==> config.mk <==
export PLATFORM = sky130hd
export DESIGN_NAME = overlap_accum_unit
export DESIGN_NICKNAME = d
export VERILOG_FILES = /design/src/rtl/ka_pkg.sv /design/src/rtl/ka_shift_xor.sv /design/src/rtl/overlap_accum_unit.sv
export SDC_FILE = /design/constraint.sdc
export NUM_CORES = 1
export LEC_CHECK = 0
export CAP_MARGIN = 5
export CORE_ASPECT_RATIO = 1.4
export CORE_MARGIN = 2
export CORE_UTILIZATION = 50
export DETAILED_ROUTE_END_ITERATION = 7
export PLACE_DENSITY = 0.86
export RECOVER_POWER = 50
export REMOVE_ABC_BUFFERS = 1
export SETUP_SLACK_MARGIN = 0.3
export SYNTH_ARGS = -nofsm -noshare
export SYNTH_HDL_FRONTEND = slang
export SYNTH_SLANG_ARGS = --single-unit
==> constraint.sdc <==
create_clock -name clk -period 7.5 [get_ports clk]
set_input_delay 1.875 -clock clk [delete_from_list [all_inputs] [get_ports clk]]
set_output_delay 1.875 -clock clk [all_outputs]
set_load 0.02 [all_outputs]
==> src/rtl/ka_pkg.sv <==
// Shared types and helpers for the Karatsuba overlap accumulator.
package ka_pkg;

   // Partial-product identifiers; encoding 3 is reserved and always rejected.
   typedef enum logic [1:0] {
      TERM_LO  = 2'd0,
      TERM_MID = 2'd1,
      TERM_HI  = 2'd2
   } term_tag_e;

   typedef enum logic {
      ST_COLLECT = 1'b0,
      ST_HOLD    = 1'b1
   } state_e;

   // Full product width: high term lands at 2*SHIFT and is PW bits wide.
   function automatic int ka_out_width(input int pw, input int shift);
      return pw + 2 * shift;
   endfunction

endpackage

==> src/rtl/ka_shift_xor.sv <==
// Combinational next-accumulator: XORs one term in at its Karatsuba offset.
// With KA_MID_FOLD_EN defined, low and high terms are also folded in at
// offset SHIFT so a raw (a0+a1)(b0+b1) middle term gets corrected here.
module ka_shift_xor
   import ka_pkg::*;
#(
   parameter int PW    = 71,
   parameter int SHIFT = 36,
   parameter int OW    = ka_out_width(PW, SHIFT)
) (
   input  logic [OW-1:0] acc,
   input  logic [PW-1:0] data,
   input  logic [1:0]    tag,
   output logic [OW-1:0] acc_nxt
);

   logic [OW-1:0] ext;
   logic [OW-1:0] fold;

   // Zero-extend the term and place it at the offset selected by its tag.
   always_comb begin
      ext        = '0;
      ext[PW-1:0] = data;
`ifdef KA_MID_FOLD_EN
      fold = ext << SHIFT;
`else
      fold = '0;
`endif
      acc_nxt = acc;
      case (term_tag_e'(tag))
         TERM_LO:  acc_nxt = acc ^ ext ^ fold;
         TERM_MID: acc_nxt = acc ^ (ext << SHIFT);
         TERM_HI:  acc_nxt = acc ^ (ext << (2 * SHIFT)) ^ fold;
         default:  acc_nxt = acc;
      endcase
   end

endmodule

==> src/rtl/overlap_accum_unit.sv <==
// Sequential Karatsuba overlap combiner: collects low/middle/high partial
// products in any order, XOR-accumulates them, then holds the full GF(2)
// product on a valid/ready output. Optional middle-term folding is enabled
// by defining KA_MID_FOLD_EN (see ka_shift_xor).
module overlap_accum_unit
   import ka_pkg::*;
#(
   parameter  int PW    = 71,
   parameter  int SHIFT = 36,
   localparam int OW    = ka_out_width(PW, SHIFT)
) (
   input  logic          clk,
   input  logic          rst,
   input  logic          clear,
   input  logic          in_valid,
   output logic          in_ready,
   input  logic [1:0]    in_tag,
   input  logic [PW-1:0] in_data,
   output logic          out_valid,
   input  logic          out_ready,
   output logic [OW-1:0] out_data,
   output logic          err
);

   if (SHIFT < 1 || SHIFT > PW) begin : g_bad_shift
      $error("overlap_accum_unit: SHIFT must satisfy 1 <= SHIFT <= PW");
   end

   state_e        state;
   logic [OW-1:0] acc;
   logic [OW-1:0] acc_nxt;
   logic [2:0]    seen;
   logic [2:0]    seen_nxt;
   logic [3:0]    seen_ext;
   logic [3:0]    tag_hot;
   logic          accept;
   logic          fresh;

   ka_shift_xor #(.PW(PW), .SHIFT(SHIFT), .OW(OW)) u_shift_xor (
      .acc     (acc),
      .data    (in_data),
      .tag     (in_tag),
      .acc_nxt (acc_nxt)
   );

   // Tag 3 reads as permanently "seen", so illegal and duplicate terms share one reject path.
   always_comb begin
      in_ready = (state == ST_COLLECT) && !clear;
      accept   = in_valid && in_ready;
      seen_ext = {1'b1, seen};
      tag_hot  = 4'b0001 << in_tag;
      fresh    = !seen_ext[in_tag];
      seen_nxt = seen | tag_hot[2:0];
   end

   assign out_data = acc;

   // Frame control: accumulate fresh terms, flag rejects, hold and release the product.
   always_ff @(posedge clk or posedge rst) begin
      if (rst) begin
         state     <= ST_COLLECT;
         acc       <= '0;
         seen      <= '0;
         out_valid <= 1'b0;
         err       <= 1'b0;
      end else begin
         err <= 1'b0;
         if (clear) begin
            state     <= ST_COLLECT;
            acc       <= '0;
            seen      <= '0;
            out_valid <= 1'b0;
         end else begin
            case (state)
               ST_COLLECT: begin
                  if (accept) begin
                     if (fresh) begin
                        acc  <= acc_nxt;
                        seen <= seen_nxt;
                        if (seen_nxt == 3'b111) begin
                           state     <= ST_HOLD;
                           out_valid <= 1'b1;
                        end
                     end else begin
                        err <= 1'b1;
                     end
                  end
               end
               ST_HOLD: begin
                  if (out_ready) begin
                     state     <= ST_COLLECT;
                     acc       <= '0;
                     seen      <= '0;
                     out_valid <= 1'b0;
                  end
               end
               default: state <= ST_COLLECT;
            endcase
         end
      end
   end

endmodule
==> results of run 1 <==
## metal layers
layer	part of all wire (%)	GRT usage, %
met1	37	40.5
met2	49	53.3
met4	5.7	17.0
met5	0	0
met3	8.1	5.67
## how the worst max path moves through the flow
stage                     slack, ps  startpoint       endpoint
final                          1640   in_tag[0]   out_data[71]
after global routing           1120         rst  out_data[121]
after CTS                      1850   in_tag[0]   out_data[71]
after detailed placement       1450   in_tag[0]   out_data[71]
after global placement         1470   in_tag[0]   out_data[71]
after floorplan                1620         rst            err
## final cells by class
type	count	area share [%]
Clock buffer	21	4.03
Clock inverter	11	1.31
Inverter	8	0.263
Multi-Input combinational cell	615	39.2
Sequential cell	149	32.6
Tap cell	203	2.22
Timing Repair Buffer	233	20.3
## cell usage in the layout, fill, tap and decap left out, types with 6 or more instances in the layout
master	synthesis	layout
a21oi_1	38	37
a22oi_1	65	65
buf_4	0	9
clkbuf_16	0	17
clkdlybuf4s50_1	0	100
dfrtp_1	149	149
dlygate4sd3_1	0	123
inv_1	7	7
nand2_1	6	6
nand2b_1	73	73
nor2_1	40	40
o21ai_0	14	14
o21ai_1	30	30
o21ai_2	30	30
o22ai_1	36	36
o2bb2ai_1	35	35
o311ai_0	71	71
o31ai_1	71	71
xor2_1	62	62
## worst reg2reg max path: cells and delay by family, from the launching register on
family	cells	cell delay (ps)
AO/OA/AOI/OAI	4	1700
buffers and inverters	2	1080
flip-flops	1	420
## logic make-up after synthesis
logic type	Yosys count
muxes	2
adders and majority gates	4
buffers and inverters	91
and+or+nand+nor	135
xor gates and xnor gates	62
AOI/OAI and AO/OA	412
DFF	149
## flip-flops by register name, indices dropped and copies added (netlist names)
signal	cells
out_valid	1
state	1
seen	3
out_data	143
err	1
## through the flow
stage	cell area [um2]	hold slack, ps	total power (W)	instances
5_1_grt	11400	502	0.00223	1240
6_report	11400	472	0.00217	1240
3_5_place_dp	10800	472	0.00128	1207
3_3_place_gp	10800	467	0.00127	1207
2_1_floorplan	8180	517	0.00107	772
4_1_cts	11400	479	0.00217	1239
## power by group through the flow
stage                     sequential (W)  combinational [W]  clock (W)
after global routing            0.000859           0.000437   0.000936
after CTS                       0.000857           0.000410   0.000898
final                           0.000857           0.000411   0.000904
after global placement          0.000870           0.000399          0
after detailed placement        0.000870           0.000407          0
after floorplan                 0.000894           0.000180          0
==> flow_summary.json, run 1 <==
{
  "startpoint_type": "primary input",
  "die_w_um": 115,
  "rsz0062_at_grt": "no",
  "dp_slack_ps": 1450,
  "yosysUniqueCellTypes": 46,
  "die_h_um": 159,
  "synth_area_leaders": "dfrtp_1 (43%), o311ai_0 (7.2%), xor2_1 (6.3%), o31ai_1 (6.2%), a22oi_1 (5.7%)",
  "switchingPower_w": 0.000648,
  "finalWirelength_um": 29900,
  "worstSkewPairLatency_ps": 430,
  "cts_setup_buffers": 0,
  "hpwl_um": 18400,
  "io_pins": 224,
  "switching_share_pct": 29.8,
  "ff2ff_setup_slack_ps": 4180,
  "synth_common_cells": "dfrtp_1 (149), nand2b_1 (73), o311ai_0 (71), o31ai_1 (71), clkbuf_1 (67)",
  "whs_path_depth": 1,
  "multiInputGateArea_um2": 4490,
  "cts_tree": "yes",
  "synthMuxAreaShare_pct": 0.277,
  "hold_end": "out_data[48]",
  "path_buf_inv": 4,
  "drv_cap": 1,
  "tightest_slew_ps": 3960,
  "drc": 0,
  "netlist_area_um2": 8580,
  "setup_violations": 0,
  "p_int_w": 0.00152,
  "core-area_um2": 16800,
  "status": "finished, violations left",
  "final.period_utilization_pct": 78.1,
  "report.final.slew_viol_count": 101,
  "drive_gt1_share_pct": 8.29,
  "reg2regPathDepth": 6,
  "nFillCells": 1252,
  "clock_skew_ps": 8.41,
  "gp_congestion": 0.840,
  "period_minus_slack_ps": 5860,
  "comb_power_share_pct": 18.9,
  "cts.sinks": 149,
  "cp_top_family": "buffers and inverters",
  "setup_ws_ps": 1640,
  "grt_max_degree": 101,
  "vias": 8685,
  "yosysSeqAreaShare_pct": 43.4,
  "rr_startpoint": "state",
  "end_kind": "flip-flop",
  "grt_pass1_wl_um": 47000,
  "numPortBuffers": 223,
  "path_depth": 8,
  "finalNetCount": 1106,
  "diodes": 0,
  "yosys_warnings": 0,
  "final_core_util_pct": 68.0,
  "synthAdderAreaFrac_pct": 0.583,
  "clkPwrFrac_pct": 41.6,
  "max_stage_delay_ps": 1110,
  "grt_pass1_vias": 8599,
  "postRouteAntennaNets": 0,
  "track_usage_pct": 32.4,
  "via_per_inst": 7.00,
  "final-hold-violation-count": 0,
  "ys.flop_type": "dfrtp_1",
  "synth_top_family_by_area": "compound AO/OA/AOI/OAI gates",
  "cp_max_fo": 53,
  "synth_top_cell_by_area": "dfrtp_1",
  "violations": "max-capacitance violations, max-slew violations",
  "route.detailed.wl_per_inst_um": 24.1,
  "syn-instance-count": 855,
  "p_per_area_nw_per_um2": 190,
  "cts_buffer_depth": 2,
  "tns_ps": 0,
  "globalRouteOverflowTotal": 0,
  "clk_root_buffer_cell": "clkbuf_16",
  "synth_xor_area_share_pct": 6.33,
  "area_growth_pct": 33.3,
  "r2r-end": "out_data[49]",
  "clk_pin_slew_ps": 60,
  "seqPwrFrac_pct": 39.5,
  "synth_edf_count": 0,
  "critPathKind": "in -> reg",
  "regArea_um2": 3730,
  "cts_hold_buffers": 0,
  "antenna_found_initial": 0,
  "max_freq_mhz": 171,
  "first_iter_violations": 1013,
  "cts-htree-levels": 4,
  "min_from": "out_data[48]",
  "synth-async-reset-ratio_pct": 100,
  "total_leakage_power_nw": 5.13,
  "hold_path.class": "reg -> reg",
  "maxSlewHeadroom_pct": -164,
  "die-area_um2": 18200,
  "crit_arrival_ps": 6180,
  "synth-simple-area-share_pct": 8.83,
  "firstDrtPassIters": 6,
  "synth_compound_area_share_pct": 35.5,
  "ir_drop_mv": 0.141,
  "synth_seq_cells": 149,
  "post_cts_resized": 0,
  "netlist.area_leader.share_pct": 43.4,
  "avgSynthCellArea_um2": 10.0,
  "yosysMostFrequentCell": "dfrtp_1",
  "path_cells": "clkdlybuf4s50_1, inv_1, ha_2, buf_4, clkinv_1, o21ai_0, o311ai_0, o31ai_1",
  "required_ps": 7820,
  "cts_made_buffers": 17,
  "num_rows": 56,
  "start_util_pct": 51.0,
  "worst_path_max_delay_cell": "ha_2"
}
(Power assumes the default switching activity.)
==> run 2, diff against run 1 <==
==> constraint.sdc (replaced) <==
create_clock -name clk -period 5.65 [get_ports clk]
set_input_delay 1.4125 -clock clk [delete_from_list [all_inputs] [get_ports clk]]
set_output_delay 1.4125 -clock clk [all_outputs]
set_load 0.02 [all_outputs]
==> run 2 against run 1 <==
Effect of this change:
- sequential cell count unchanged
- combinational power increased by 36%
- the flow still finishes with violations (max-capacitance violations, max-slew violations)
- sequential power is 33% higher
- highest routed layer unchanged
==> flow_summary.json, run 2 (synthesis gave the netlist of run 1 again) <==
{
  "cts_made_buffers": 17,
  "p_per_area_nw_per_um2": 255,
  "cts_buffer_depth": 2,
  "setup_violations": 0,
  "route.detailed.wl_per_inst_um": 24.2,
  "track_usage_pct": 33.3,
  "drc": 0,
  "final_cell_mix": "dfrtp_1 (149), clkdlybuf4s50_1 (149), dlygate4sd3_1 (74)",
  "cts-htree-levels": 4,
  "r2r-end": "out_data[115]",
  "first_iter_violations": 986,
  "diodes": 0,
  "finalWirelength_um": 30200,
  "status": "finished, violations left",
  "whs_path_depth": 1,
  "num_rows": 56,
  "cts_tree": "yes",
  "cts.sinks": 149,
  "hpwl_um": 18800,
  "nFillCells": 1243,
  "drv_cap": 2,
  "end_kind": "output port",
  "hold_end": "out_data[39]",
  "ff2ff_setup_slack_ps": 2570,
  "rsz0062_at_grt": "no",
  "vias": 8767,
  "final.period_utilization_pct": 79.2,
  "drive_gt1_share_pct": 9.17,
  "core-area_um2": 16800,
  "clk_pin_slew_ps": 60,
  "via_per_inst": 7.01,
  "cts_setup_buffers": 0,
  "min_from": "out_data[39]",
  "worstSkewPairLatency_ps": 430,
  "violations": "max-capacitance violations, max-slew violations",
  "startpoint_type": "primary input",
  "finalNetCount": 1116,
  "max_freq_mhz": 223,
  "globalRouteOverflowTotal": 0,
  "crit_arrival_ps": 3060,
  "final-hold-violation-count": 0,
  "total_leakage_power_nw": 5.03,
  "report.final.slew_viol_count": 63,
  "die_w_um": 115,
  "hold_path.class": "reg -> reg",
  "post_cts_resized": 0,
  "antenna_found_initial": 0,
  "reg2regPathDepth": 4,
  "firstDrtPassIters": 7,
  "finalInstanceArea_um2": 11500,
  "placed_area_um2": 10900,
  "tightest_slew_ps": 1810,
  "multiInputGateArea_um2": 4490,
  "gp_congestion": 0.831,
  "rr_startpoint": "state",
  "regArea_um2": 3730,
  "grt_pass1_vias": 8695,
  "cts_hold_buffers": 0,
  "grt_max_degree": 91,
  "start_util_pct": 51.0,
  "largest_reg_flops": 143,
  "maxSlewHeadroom_pct": -20.9,
  "die-area_um2": 18200,
  "power_w": 0.00294,
  "postRouteAntennaNets": 0,
  "clock_skew_ps": 10.1,
  "period_minus_slack_ps": 4480,
  "grt_pass1_wl_um": 48200,
  "ir_drop_mv": 0.191,
  "required_ps": 4240,
  "area_growth_pct": 34.4,
  "die_h_um": 159,
  "cp_max_fo": 5,
  "io_pins": 224,
  "clk_root_buffer_cell": "clkbuf_16",
  "critPathKind": "in -> out",
  "tns_ps": 0,
  "numPortBuffers": 223
}
-- run 2: final cells by class --
| class | count | share of cell area [%] |
|---|---|---|
| Timing Repair Buffer | 243 | 20.7 |
| Tap cell | 203 | 2.20 |
| Clock inverter | 9 | 1.28 |
| Inverter | 8 | 0.304 |
| Sequential cell | 149 | 32.3 |
| Clock buffer | 23 | 4.23 |
| Multi-Input combinational cell | 615 | 38.9 |
-- run 2: metal layers --
layer | share of wire (%) | wire (um) | vias to the layer above | GRT usage, %
met5 | 0 | 0 | - | 0
met4 | 6.0 | 1810 | 0 | 19.8
met3 | 8.5 | 2570 | 145 | 6.13
met2 | 49 | 14800 | 645 | 52.3
met1 | 37 | 11100 | 4266 | 42.5
li1 | - | - | 3711 | -
-- run 2: critical path, stage by stage --
cell and delay, ps:
clkdlybuf4s50_1 520, or2_2 370, inv_1 140, clkdlybuf4s50_1 620
-- run 2: worst max path at each step --
stage / startpoint / to / slack, ps / cells after the start
after CTS: clear / in_ready / 1170 / 4
after detailed placement: in_tag[0] / out_data[115] / 820 / 7
after global routing: in_tag[0] / out_data[117] / 1040 / 7
after global placement: in_tag[0] / out_data[115] / 970 / 7
after floorplan: rst / err / 230 / 1
final: clear / in_ready / 1170 / 4
-- run 2: metrics by stage --
stage	hold WS, ps	utilization, %	std cells	worst slack (ps)
global placement	466	64.8	1218	967
CTS	484	68.6	1250	1170
global route	498	68.6	1250	1040
detailed placement	469	64.8	1218	822
finish	481	68.6	1250	1170
floorplan	517	-	772	229
-- run 2: power by group --
part           internal (W)  switching, W  leakage, nW
sequential          0.00110     0.0000376         2.06
combinational      0.000211      0.000349         2.65
clock              0.000784      0.000458        0.313
